## src/rtl/divide_pkg.sv

```systemverilog
// Types and constants shared by the unsigned divider and its reconstruct checker.
// Both ends import the same width constant so their operand sizes always agree.
package divide_pkg;

    typedef enum logic [1:0] {
        IDLE = 2'd0,
        MUL  = 2'd1,
        DONE = 2'd2
    } state_t;

    localparam int DEFAULT_WIDTH = 4;

    // Operand width of the divider; the reconstruct stage defaults to the same value.
    localparam int DIV_WIDTH = DEFAULT_WIDTH;

    // Step counter width: counts 0..w-1, kept at least one bit wide.
    function automatic int count_width(input int w);
        return (w < 2) ? 1 : $clog2(w);
    endfunction

endpackage

```

## src/rtl/divide_reconstruct.sv

```systemverilog
// Rebuilds dividend = quotient*divisor + remainder with a shift-add multiply; flags bad triples.
// Latency: out_valid exactly WIDTH edges after the accept edge; one triple per WIDTH+2 cycles.
// Backpressure: result held in DONE until out_ready; in_ready only in IDLE, independent of out_ready.
module divide_reconstruct
    import divide_pkg::*;
#(
    parameter int WIDTH = DEFAULT_WIDTH
) (
    input  logic               clk,
    input  logic               rst,
    input  logic               in_valid,
    output logic               in_ready,
    input  logic [WIDTH-1:0]   quotient,
    input  logic [WIDTH-1:0]   divisor,
    input  logic [WIDTH-1:0]   remainder,
    output logic               out_valid,
    input  logic               out_ready,
    output logic [2*WIDTH-1:0] dividend,
    output logic               err
);

    localparam int DW = 2 * WIDTH;
    localparam int CW = count_width(WIDTH);
    localparam logic [CW-1:0] LAST = CW'(WIDTH - 1);

    state_t          state;
    logic [DW-1:0]   acc;
    logic [DW-1:0]   mcand;
    logic [WIDTH-1:0] mplier;
    logic [CW-1:0]   count;
    logic            err_r;
    logic [DW-1:0]   acc_sum;

    // Cannot overflow: the largest result is 2^WIDTH*(2^WIDTH-1) < 2^DW.
    assign acc_sum  = mplier[0] ? (acc + mcand) : acc;
    assign in_ready = (state == IDLE);

    always_ff @(posedge clk or posedge rst) begin
        if (rst) begin
            state     <= IDLE;
            acc       <= '0;
            mcand     <= '0;
            mplier    <= '0;
            count     <= '0;
            err_r     <= 1'b0;
            out_valid <= 1'b0;
            dividend  <= '0;
            err       <= 1'b0;
        end else begin
            case (state)
                IDLE: begin
                    if (in_valid) begin
                        acc    <= DW'(remainder);
                        mcand  <= DW'(divisor);
                        mplier <= quotient;
                        count  <= '0;
                        err_r  <= (divisor == '0) | (remainder >= divisor);
                        state  <= MUL;
                    end
                end
                MUL: begin
                    acc    <= acc_sum;
                    mcand  <= mcand << 1;
                    mplier <= mplier >> 1;
                    count  <= count + 1'b1;
                    // Fixed-length run: all WIDTH quotient bits are consumed, no early exit.
                    if (count == LAST) begin
                        state     <= DONE;
                        out_valid <= 1'b1;
                        dividend  <= acc_sum;
                        err       <= err_r;
                    end
                end
                DONE: begin
                    if (out_ready) begin
                        out_valid <= 1'b0;
                        state     <= IDLE;
                    end
                end
                default: state <= IDLE;
            endcase
        end
    end

endmodule

```

## config.mk

```make
export PLATFORM = sky130hd
export DESIGN_NAME = divide_reconstruct
export DESIGN_NICKNAME = d
export VERILOG_FILES = /design/src/rtl/divide_pkg.sv /design/src/rtl/divide_reconstruct.sv
export SDC_FILE = /design/constraint.sdc
export NUM_CORES = 1
export LEC_CHECK = 0
export CAP_MARGIN = 20
export CORE_ASPECT_RATIO = 0.75
export CORE_UTILIZATION = 54
export CTS_BUF_LIST = sky130_fd_sc_hd__clkbuf_16
export CTS_CLUSTER_DIAMETER = 30
export CTS_CLUSTER_SIZE = 30
export DETAILED_ROUTE_END_ITERATION = 16
export PLACE_DENSITY = 0.89
export SKIP_CTS_REPAIR_TIMING = 1
export SYNTH_ARGS = -nofsm -noshare
export SYNTH_HDL_FRONTEND = slang
export SYNTH_SLANG_ARGS = --single-unit
```

## constraint.sdc

```tcl
create_clock -name clk -period 2.1 [get_ports clk]
set_input_delay 0.42 -clock clk [delete_from_list [all_inputs] [get_ports clk]]
set_output_delay 0.42 -clock clk [all_outputs]
set_load 0.05 [all_outputs]
```

== Yosys cells after proc, flatten, opt, wreduce, memory -nomap -nowiden ==
Cells that the tools add are included.

* Flip-flop bits (word level): 35
* Output and inout port bits: 11
* Input bits: 16
* Logic and storage cells: 44

* Reduce and logical (&&, ||, !) cells: 9
* Multiplexer cells: 16
* Bitwise operators: 1
* Add/sub/neg operators: 2
* Magnitude comparators: 1
* Equality and inequality tests: 6

{| class="wikitable"
|+ Operators by type and width
! operator !! count
|-
| 8-bit one-hot mux with 2 select lines || 2
|-
| 8-bit 2-to-1 mux || 3
|-
| 8-bit adder || 1
|-
| 2-bit 2-to-1 mux || 4
|-
| 4-bit one-hot mux with 2 select lines || 1
|-
| 2-bit != test (second input constant) || 3
|-
| 2-bit one-hot mux with 3 select lines || 1
|-
| 2-bit AND reduction || 3
|-
| 3-bit AND reduction || 2
|-
| 2-bit equality test (second input constant) || 2
|-
| 4-bit greater-or-equal comparator || 1
|-
| 4-bit logical NOT || 1
|-
| 4-bit 2-to-1 mux || 1
|-
| 2-bit one-hot mux with 2 select lines || 1
|-
| 2-bit nonzero test || 2
|-
| 2-bit by 1-bit adder with 2-bit output (second input constant) || 1
|-
| 2-bit by 1-bit equality test with 1-bit output (second input constant) || 1
|-
| 2-bit logical NOT || 1
|-
| 1-bit 2-to-1 mux || 2
|-
| 1-bit one-hot mux with 2 select lines || 1
|-
| 1-bit OR || 1
|}

== Longest topological paths before layout ==
Gate-level depths: netlist (run 1).

* Depth in word-level cells: 3
* Mapped depth: 9
* Depth with buffers taken out: 9

== Least setup slack after synthesis (run 1) ==
Ideal clock, no wire load.

* Kind: reg2reg
* Start: register state[0]
* End: register acc[1]
* Period minus slack after synthesis: 2,116 ps
* Path slack: -16 ps
* Data required time: 1,974 ps
* Cell stages (with the launch flop): 7
* Buffers on the path: 1
* Data arrival time: 1,990 ps
* Setup time: 126 ps
* Path through: dfrtp_1 -> nor2_1 -> and2_1 -> buf_4 -> nor2_1 -> o21bai_4 -> a221o_1

* Word-level cells in the longest chain between the ends: 3
* Elaborated cells on any way between the ends: 6
* Those cells by class: 2 x eq/ne; 1 x mux; 3 x reduce/logical

{| class="wikitable"
|+ Ends and longest elaborated chain
! item !! RTL line !! RTL
|-
| from (decl) || divide_reconstruct.sv:26 || <nowiki>state_t state;</nowiki>
|-
| from (signal assigned) || divide_reconstruct.sv:40 || <nowiki>state <= IDLE;</nowiki>
|-
| from (signal assigned) || divide_reconstruct.sv:58 || <nowiki>state <= MUL;</nowiki>
|-
| from (signal assigned) || divide_reconstruct.sv:68 || <nowiki>state <= DONE;</nowiki>
|-
| 2-bit logical NOT * || - ||
|-
| via in_ready || divide_reconstruct.sv:12 || <nowiki>output logic in_ready,</nowiki>
|-
| 2-bit != test (no source line) or 2-bit nonzero test (tied branches) || - ||
|-
| 2-bit AND reduction (no source line) || - ||
|-
| to (signal assigned) || divide_reconstruct.sv:53 || <nowiki>acc <= DW'(remainder);</nowiki>
|-
| to (signal assigned) || divide_reconstruct.sv:62 || <nowiki>acc <= acc_sum;</nowiki>
|-
| to (decl) || divide_reconstruct.sv:27 || <nowiki>logic [DW-1:0] acc;</nowiki>
|}

The timed path passes the listed nets; every way through them passes the cells marked *.
A chain may end at the register's enable or synchronous reset.

== Final worst setup path (run 1) ==
* Start: register acc[2]
* End: register acc[7]

* Word-level cells in the longest chain between the ends: 3

{| class="wikitable"
|+ Ends and longest elaborated chain
! item !! RTL line !! RTL
|-
| 8-bit adder || divide_reconstruct.sv:35 || <nowiki>assign acc_sum = mplier[0] ? (acc + mcand) : acc;</nowiki>
|-
| 8-bit 2-to-1 mux || divide_reconstruct.sv:35 ||
|-
| 8-bit one-hot mux with 2 select lines || divide_reconstruct.sv:50 || <nowiki>case (state)</nowiki>
|}

Every way passes these cells.

==> results of run 1 <==
power breakdown:
group          total [mW]  internal (mW)  switching [mW]  leakage [nW]
Combinational        1.84          0.713            1.12         0.558
Sequential           1.18          0.946           0.234         0.457
Clock               0.826          0.553           0.273        0.0812
Total                3.84           2.21            1.63          1.10
logic make-up (layout without fill, tap and decap cells):
group | after synthesis | count (layout) | share of synthesized area, %
AOI/OAI and AO/OA | 52 | 52 | 17.4
xor gates and xnor gates | 5 | 5 | 2.26
adders and majority gates | 13 | 13 | 8.80
buffers and inverters | 21 | 51 | 4.85
DFF | 35 | 35 | 45.3
muxes | 15 | 15 | 8.15
and+or+nand+nor | 60 | 60 | 13.3
placed cells by master, fill, tap and decap left out, drive strengths merged, types with 2 or more instances in the layout:
cell type	instances
nand2b	3
a21o	2
clkbuf	5
buf	5
clkinv	2
mux2	3
nand2	39
xnor2	4
mux2i	12
a22o	2
clkdlybuf4s50	25
inv	13
o21ai	26
and2	2
nor2b	2
a31oi	2
a222oi	2
dfrtp	35
nor2	10
a21oi	9
nor3b	2
ha	12
synth_stat cells, types with 2 or more instances:
master / n / area, µm²
sky130_fd_sc_hd__nand2_1: 39 / 146
sky130_fd_sc_hd__dfrtp_1: 35 / 876
sky130_fd_sc_hd__o21ai_0: 23 / 115
sky130_fd_sc_hd__inv_1: 13 / 48.8
sky130_fd_sc_hd__ha_1: 12 / 150
sky130_fd_sc_hd__mux2i_1: 12 / 120
sky130_fd_sc_hd__nor2_1: 10 / 37.5
sky130_fd_sc_hd__a21oi_1: 9 / 45.0
sky130_fd_sc_hd__xnor2_1: 4 / 35.0
sky130_fd_sc_hd__buf_2: 3 / 15.0
sky130_fd_sc_hd__clkbuf_1: 3 / 11.3
sky130_fd_sc_hd__nand2b_1: 3 / 18.8
sky130_fd_sc_hd__a21o_1: 2 / 15.0
sky130_fd_sc_hd__a222oi_1: 2 / 20.0
sky130_fd_sc_hd__a22o_1: 2 / 17.5
sky130_fd_sc_hd__a31oi_1: 2 / 12.5
sky130_fd_sc_hd__and2_1: 2 / 12.5
sky130_fd_sc_hd__mux2_2: 2 / 22.5
sky130_fd_sc_hd__nor2b_1: 2 / 12.5
sky130_fd_sc_hd__nor3b_1: 2 / 15.0
sky130_fd_sc_hd__o21ai_1: 2 / 10.0
sequential cells by signal, indices dropped and copies added (netlist names):
name / count
mcand: 8
state: 2
acc: 8
out_valid: 1
mplier: 4
err: 1
dividend: 8
count: 2
err_r: 1
worst paths after layout:
path                             startpoint     endpoint  slack [ps]
worst max register to register       acc[2]       acc[7]         130
min in group asynchronous               rst  dividend[5]         560
max in group asynchronous               rst     mcand[6]        1220
worst min register to register  dividend[1]  dividend[1]         480
worst max-delay path                 acc[2]       acc[7]         130
worst min-delay path            dividend[1]  dividend[1]         480
cell type report:
class,instances,area [µm²]
Multi-Input combinational cell,145,981
Fill cell,242,948
Sequential cell,35,876
Timing Repair Buffer,30,288
Clock buffer,5,125
Tap cell,40,50.0
Inverter,13,48.8
Clock inverter,3,38.8
worst register-to-register path, delay by kind of cell, from the launching register on:
kind                     cells  cell delay [ps]
AO/OA/AOI/OAI                5              820
adder cells (fa/ha/maj)      1              300
multiplexers                 1              330
flip-flops                   1              400
per-layer routing:
layer / part of all wire (%) / vias up / global-route usage [%]
met2: 48 / 42 / 38.9
met5: 0 / - / 0
met3: 4.3 / 15 / 5.99
met4: 2.8 / 0 / 11.7
met1: 45 / 754 / 30.3
li1: - / 753 / -
==> flow_metrics.env, run 1 <==
export IMPL_outcome="completed"
export IMPL_synth_warning_count=0
export IMPL_synth_sequential_area_ratio_pct=45.3
export IMPL_num_rows=18
export IMPL_min_path_type="reg2reg"
export IMPL_fin_crit_ps=1970
export IMPL_grt_pass1_wl_um=6550
export IMPL_firstDrtPassIters=4
export IMPL_synth_top_flop_cell="sky130_fd_sc_hd__dfrtp_1"
export IMPL_avgViaCountPerCell=5.77
export IMPL_drt_iter0_drc=97
export IMPL_gp_routability_congestion=0.913
export IMPL_min_period_over_period_pct=93.9
export IMPL_placement_cell_area_um2=2230
export IMPL_post_route_worst_setup_slack_ps=129
export IMPL_depth_of_the_worst_hold_timing_path=2
export IMPL_path_delay_family="compound AO/OA/AOI/OAI gates"
export IMPL_num_nets_final=259
export IMPL_netlist_area_um2=1930
export IMPL_cts_num_sinks=35
export IMPL_gr_total_overflow=0
export IMPL_report_final_slew_viol_count=0
export IMPL_async_s_r_ff_share_synth_pct=100
export IMPL_insertion_delay_ps=280
export IMPL_clkTransAtPathRegs_ps=50
export IMPL_detail_route_drc_violations=0
export IMPL_yosysUniqueCellTypes=38
export IMPL_smallest_hold_slack_ps=475
export IMPL_synthCells=201
export IMPL_critical_path_max_stage_delay_ps=400
export IMPL_dp_hpwl_um=2870
export IMPL_io_buffer_count=26
export IMPL_final_hold_viol_count=0
export IMPL_coreArea_um2=3360
export IMPL_finalCoreUtilization_pct=71.7
export IMPL_timing_critical_path_slowest_stage_cell="sky130_fd_sc_hd__dfrtp_1"
export IMPL_synth_avg_cell_area_um2=9.62
export IMPL_die_w_um=71.1
export IMPL_setup_violations=0
export IMPL_clock_tree_htree_level_count=2
export IMPL_placed_cells=263
export IMPL_wire_per_inst_um=15.9
export IMPL_yosys_register_bits=35
export IMPL_routed_wirelength_um=4320
export IMPL_tightestPinTransition_ps=673
export IMPL_pre_cts_ws_ps=122
export IMPL_max_cap_violations=0
export IMPL_fin_area_um2=2410
export IMPL_critPathLaunchType="flop"
export IMPL_total_neg_setup_slack_ps=0
export IMPL_worst_r2r_path_depth=7
export IMPL_mappedNetlistNets=230
export IMPL_stdcell_count=271
export IMPL_die_h_um=53.8
export IMPL_static_leakage_power_nw=1.10
export IMPL_worstSetupPathDepth=7
export IMPL_power_ir_vdd_worst_uv=1050
export IMPL_drive_gt1_share_pct=10.8
export IMPL_fp_dieArea_um2=3830
export IMPL_setup_worst_path_end_class="flop"
export IMPL_grt_pass1_vias=1407
export IMPL_path_max_fanout=5
export IMPL_criticalPathCategory="reg2reg"
export IMPL_worst_endpoint_arrival_ps=2130
export IMPL_critical_path_buf_inv_count=0
export IMPL_cellPowerDensity_nw_per_um2=1600
export IMPL_final_setup_skew_ps=4.56
export IMPL_achievable_frequency_mhz=507
export IMPL_grt_max_degree=36
export IMPL_critPathRequiredTime_ps=2250
export IMPL_report_power_total_mw=3.84
export IMPL_tritoncts="yes"
export IMPL_initial_core_util_pct=57.6
export IMPL_ioPinCount=27
export IMPL_layout_area_overhead_vs_synth_pct=24.5
export IMPL_clockRootBuffer="sky130_fd_sc_hd__clkbuf_16"
export IMPL_antenna_found_initial=0
export IMPL_synth_edf_count=0
export IMPL_rsz0062_at_grt="no"
export IMPL_timing_max_slew_rel_slack_pct=55.1
export IMPL_worstPathCellList="ha_1, a211oi_2, o21ai_2, a31oi_2, mux2_4, a21oi_1, o22ai_1"
export IMPL_total_global_routing_track_utilization_pct=23.8
export IMPL_antenna_cells=0
export IMPL_max_clock_path_buffers=2
export IMPL_cts_buffers_inserted=5
export IMPL_antenna_left=0
export IMPL_detailroute_via_count=1564
Note: power is estimated with default switching activity, not from simulation.
==> inputs of run 2 (changes only) <==
--- a/config.mk
+++ b/config.mk
@@ -7,12 +7,12 @@
 export LEC_CHECK = 0
 export CAP_MARGIN = 20
 export CORE_ASPECT_RATIO = 0.75
-export CORE_UTILIZATION = 54
+export CORE_UTILIZATION = 49
 export CTS_BUF_LIST = sky130_fd_sc_hd__clkbuf_16
 export CTS_CLUSTER_DIAMETER = 30
 export CTS_CLUSTER_SIZE = 30
 export DETAILED_ROUTE_END_ITERATION = 16
-export PLACE_DENSITY = 0.89
+export PLACE_DENSITY = 0.86
 export SKIP_CTS_REPAIR_TIMING = 1
 export SYNTH_ARGS = -nofsm -noshare
 export SYNTH_HDL_FRONTEND = slang
==> constraint.sdc (replaced) <==
create_clock -name clk -period 1.8 [get_ports clk]
set_input_delay 0.36 -clock clk [delete_from_list [all_inputs] [get_ports clk]]
set_output_delay 0.36 -clock clk [all_outputs]
set_load 0.05 [all_outputs]
==> flow_metrics.env, run 2 (same netlist as run 1, synthesis figures left out) <==
export IMPL_max_cap_violations=0
export IMPL_critPathLaunchType="flop"
export IMPL_tightestPinTransition_ps=549
export IMPL_grt_max_degree=36
export IMPL_startpoint="mcand[1]"
export IMPL_max_clock_path_buffers=2
export IMPL_fp_dieArea_um2=4210
export IMPL_cts_buffers_inserted=5
export IMPL_achievable_frequency_mhz=522
export IMPL_num_rows=19
export IMPL_insertion_delay_ps=280
export IMPL_antenna_found_initial=0
export IMPL_die_w_um=74.6
export IMPL_total_neg_setup_slack_ps=-206
export IMPL_tritoncts="yes"
export IMPL_detailroute_via_count=1628
export IMPL_detail_route_drc_violations=0
export IMPL_clock_tree_htree_level_count=2
export IMPL_die_h_um=56.4
export IMPL_avgViaCountPerCell=5.29
export IMPL_layout_area_overhead_vs_synth_pct=35.1
export IMPL_commonest_cells_after_routing_fill_and_taps_aside="39 x sky130_fd_sc_hd__nand2_1, 39 x sky130_fd_sc_hd__buf_4, 35 x sky130_fd_sc_hd__dfrtp_1"
export IMPL_initial_core_util_pct=52.2
export IMPL_min_period_over_period_pct=106
export IMPL_fin_crit_ps=1920
export IMPL_critPathRequiredTime_ps=1960
export IMPL_critical_path_max_stage_delay_ps=410
export IMPL_final_setup_skew_ps=2.87
export IMPL_worst_r2r_setup_slack_ps=-120
export IMPL_clockRootBuffer="sky130_fd_sc_hd__clkbuf_16"
export IMPL_criticalPathCategory="reg2reg"
export IMPL_total_global_routing_track_utilization_pct=23.8
export IMPL_ioPinCount=27
export IMPL_worst_r2r_startpoint="mcand[1]"
export IMPL_worst_r2r_path_depth=7
export IMPL_timing_max_slew_rel_slack_pct=63.4
export IMPL_cts_num_sinks=35
export IMPL_routed_wirelength_um=4440
export IMPL_biggestRegsByFlops="acc: 8 flops, dividend: 8 flops, mcand: 8 flops"
export IMPL_report_final_slew_viol_count=0
export IMPL_power_ir_vdd_worst_uv=1250
export IMPL_drt_iter0_drc=67
export IMPL_setup_violations=3
export IMPL_worst_setup_path_endpoint="acc[7]"
export IMPL_antenna_left=0
export IMPL_worstPathCellList="ha_1, a211oi_2, o21ai_2, a31oi_2, mux2_4, a21oi_2, o22ai_2"
export IMPL_clkTransAtPathRegs_ps=50
export IMPL_placed_cells=298
export IMPL_timing_critical_path_slowest_stage_cell="sky130_fd_sc_hd__dfrtp_1"
export IMPL_worst_endpoint_arrival_ps=2080
export IMPL_fillerInstances=284
export IMPL_worst_r2r_endpoint="acc[7]"
export IMPL_drive_gt1_share_pct=24.6
export IMPL_gr_total_overflow=0
export IMPL_grt_pass1_vias=1584
export IMPL_cellPowerDensity_nw_per_um2=1820
export IMPL_gp_routability_congestion=0.829
export IMPL_grt_pass1_wl_um=7320
export IMPL_stdcell_count=308
export IMPL_num_nets_final=284
export IMPL_io_buffer_count=26
export IMPL_outcome="finished, violations left"
export IMPL_static_leakage_power_nw=1.24
export IMPL_setup_worst_path_end_class="flop"
export IMPL_antenna_cells=0
export IMPL_firstDrtPassIters=4
export IMPL_min_path_type="in2async"
export IMPL_coreArea_um2=3710
export IMPL_final_hold_viol_count=0
export IMPL_wire_per_inst_um=14.4
export IMPL_rsz0062_at_grt="yes"
export IMPL_violations="setup timing"
export IMPL_post_route_worst_setup_slack_ps=-117
export IMPL_path_max_fanout=3
export IMPL_dp_hpwl_um=3140
run 2: how the worst min path moves through the flow:
stage / start / to / slack (ps)
2_1_floorplan: out_ready / state[1] / 450
3_3_place_gp: mplier[2] / mplier[1] / 460
3_5_place_dp: mplier[1] / mplier[0] / 470
4_1_cts: mplier[2] / mplier[1] / 490
5_1_grt: mplier[2] / mplier[1] / 510
6_report: rst / err_r / 480
run 2: through the flow:
stage                     utilization, %  setup slack, ps  power, mW  hold WS (ps)  cell area (µm²)
after floorplan                        -             5.20       2.91           446             1940
final                               70.4             -117       4.76           479             2610
after CTS                           68.7             -124       4.63           487             2550
after global routing                70.4             -174       5.08           505             2610
after detailed placement            65.0             -110       3.80           472             2410
after global placement              65.0            -67.8       3.72           455             2410
run 2: final cells by class:
type,count,area (µm²),share of cell area [%]
clock buffers,5,125,4.79
clock inverters,3,12.5,0.479
inverters,13,48.8,1.87
well taps,52,65.1,2.49
flip-flops and latches,35,876,33.5
repair buffers,55,463,17.7
multi-input cells,145,1020,39.1
run 2: metal layers:
metal  up-vias  GRT usage [%]  part of all wire [%]
met4         0           10.5                   2.0
met2        44           36.3                    47
met1       775           31.8                    47
met5         -              0                     0
met3         9           5.75                   4.2
li1        800              -                     -
run 2: worst max-delay path: cells and delay by family, from the launching register on:
family,cells,cell delay (ps)
compound gates,5,700
flops,1,410
mux,1,350
fa+ha+maj,1,320
run 2: where the power goes:
group / total, mW / internal [mW] / switching [mW]
Sequential: 1.39 / 1.10 / 0.282
Combinational: 2.57 / 1.15 / 1.41
Clock: 0.804 / 0.499 / 0.305
Total: 4.76 / 2.76 / 2.00
==> inputs of run 3 (changes only) <==
--- a/config.mk
+++ b/config.mk
@@ -6,7 +6,6 @@
 export NUM_CORES = 1
 export LEC_CHECK = 0
 export CAP_MARGIN = 20
-export CORE_ASPECT_RATIO = 0.75
 export CORE_UTILIZATION = 49
 export CTS_BUF_LIST = sky130_fd_sc_hd__clkbuf_16
 export CTS_CLUSTER_DIAMETER = 30
@@ -14,6 +13,7 @@
 export DETAILED_ROUTE_END_ITERATION = 16
 export PLACE_DENSITY = 0.86
 export SKIP_CTS_REPAIR_TIMING = 1
+export SLEW_MARGIN = 0
 export SYNTH_ARGS = -nofsm -noshare
 export SYNTH_HDL_FRONTEND = slang
 export SYNTH_SLANG_ARGS = --single-unit
==> flow_metrics.env, run 3 (same netlist as run 1, synthesis figures left out) <==
export IMPL_coreArea_um2=3720
export IMPL_achievable_frequency_mhz=507
export IMPL_total_global_routing_track_utilization_pct=22.8
export IMPL_firstDrtPassIters=4
export IMPL_detail_route_drc_violations=0
export IMPL_detailroute_via_count=1630
export IMPL_finalCoreUtilization_pct=71.3
export IMPL_mostFrequentLayoutCell="sky130_fd_sc_hd__nand2_1"
export IMPL_clkTransAtPathRegs_ps=50
export IMPL_layout_area_overhead_vs_synth_pct=36.9
export IMPL_setup_worst_path_end_class="flop"
export IMPL_criticalPathCategory="reg2reg"
export IMPL_routed_wirelength_um=4540
export IMPL_max_clock_path_buffers=2
export IMPL_gp_routability_congestion=0.836
export IMPL_violations="setup timing"
export IMPL_tightestPinTransition_ps=476
export IMPL_antenna_left=0
export IMPL_total_neg_setup_slack_ps=-465
export IMPL_grt_pass1_wl_um=7030
export IMPL_grt_pass1_vias=1603
export IMPL_dp_hpwl_um=2960
export IMPL_min_period_over_period_pct=110
export IMPL_report_power_total_mw=4.89
export IMPL_io_buffer_count=26
export IMPL_max_cap_violations=0
export IMPL_num_nets_final=284
export IMPL_cts_buffers_inserted=5
export IMPL_final_hold_viol_count=0
export IMPL_outcome="finished, violations left"
export IMPL_setup_violations=5
export IMPL_ioPinCount=27
export IMPL_cellPowerDensity_nw_per_um2=1850
export IMPL_power_ir_vdd_worst_uv=893
export IMPL_min_path_type="reg2reg"
export IMPL_antenna_found_initial=0
export IMPL_cts_num_sinks=35
export IMPL_smallest_hold_slack_ps=477
export IMPL_critPathRequiredTime_ps=2000
export IMPL_grt_max_degree=36
export IMPL_critPathLaunchType="flop"
export IMPL_path_max_fanout=3
export IMPL_clock_tree_htree_level_count=2
export IMPL_static_leakage_power_nw=1.25
export IMPL_antenna_cells=0
export IMPL_timing_max_slew_rel_slack_pct=68.3
export IMPL_drt_iter0_drc=96
export IMPL_fp_dieArea_um2=4200
export IMPL_insertion_delay_ps=280
export IMPL_report_final_slew_viol_count=0
export IMPL_worst_endpoint_arrival_ps=2180
export IMPL_final_setup_skew_ps=1.83
export IMPL_gr_total_overflow=0
export IMPL_clockRootBuffer="sky130_fd_sc_hd__clkbuf_16"
export IMPL_rsz0062_at_grt="yes"
export IMPL_die_h_um=64.8
export IMPL_die_w_um=64.8
export IMPL_wire_per_inst_um=14.9
export IMPL_biggestRegsByFlops="acc: 8 flops, dividend: 8 flops, mcand: 8 flops"
export IMPL_fin_crit_ps=1970
export IMPL_num_rows=22
export IMPL_tritoncts="yes"
export IMPL_initial_core_util_pct=52.1
export IMPL_avgViaCountPerCell=5.36
export IMPL_drive_gt1_share_pct=27.0
export IMPL_post_route_worst_setup_slack_ps=-172
export IMPL_commonest_cells_after_routing_fill_and_taps_aside="39 x sky130_fd_sc_hd__nand2_1, 38 x sky130_fd_sc_hd__buf_4, 35 x sky130_fd_sc_hd__dfrtp_1"
## run 3: final timing paths
| check | from | endpoint | slack, ps | cells past startpoint |
|---|---|---|---|---|
| max reg2reg | mcand[1] | dividend[7] | -170 | 7 |
| max | mcand[1] | dividend[7] | -170 | 7 |
| min reg2reg | dividend[1] | dividend[1] | 480 | 2 |
| max in group asynchronous | rst | dividend[3] | 1000 | 3 |
| min in group asynchronous | rst | dividend[6] | 490 | 3 |
| min | dividend[1] | dividend[1] | 480 | 2 |
## run 3: routing by layer
layer | GRT usage, % | wire, µm | part of all wire (%) | up-vias
met5 | 0 | 0 | 0 | -
met2 | 37.9 | 2240 | 49 | 33
met3 | 5.81 | 140 | 3.1 | 11
met4 | 9.17 | 134 | 2.9 | 0
li1 | - | - | - | 799
met1 | 28.0 | 2030 | 45 | 787
## run 3: worst max-delay path: stages, from the launching register on
cell and delay, ps:
sky130_fd_sc_hd__dfrtp_1 420, sky130_fd_sc_hd__ha_4 270, sky130_fd_sc_hd__a211oi_2 260, sky130_fd_sc_hd__o21ai_2 100, sky130_fd_sc_hd__a31oi_1 240, sky130_fd_sc_hd__mux2_4 360, sky130_fd_sc_hd__xnor2_2 130, sky130_fd_sc_hd__o21ai_1 110
## run 3: through the flow
stage          setup WS, ps  cells  cell area [µm²]
2_1_floorplan          5.20    201             1940
3_3_place_gp          -43.0    294             2420
3_5_place_dp          -90.9    294             2420
4_1_cts                -112    302             2550
5_1_grt                -248    304             2650
6_report               -172    304             2650
## run 3: layout make-up
cell class | instances | area, µm²
Multi-Input combinational cell | 145 | 1050
Timing Repair Buffer | 55 | 475
Clock buffer | 5 | 125
Clock inverter | 3 | 12.5
Sequential cell | 35 | 876
Fill cell | 262 | 1070
Tap cell | 48 | 60.1
Inverter | 13 | 48.8
## run 3: report_power, final
group,switching (mW),total [mW],internal (mW)
clock network,0.304,0.803,0.499
registers,0.282,1.39,1.10
logic,1.46,2.70,1.24
total,2.05,4.89,2.84
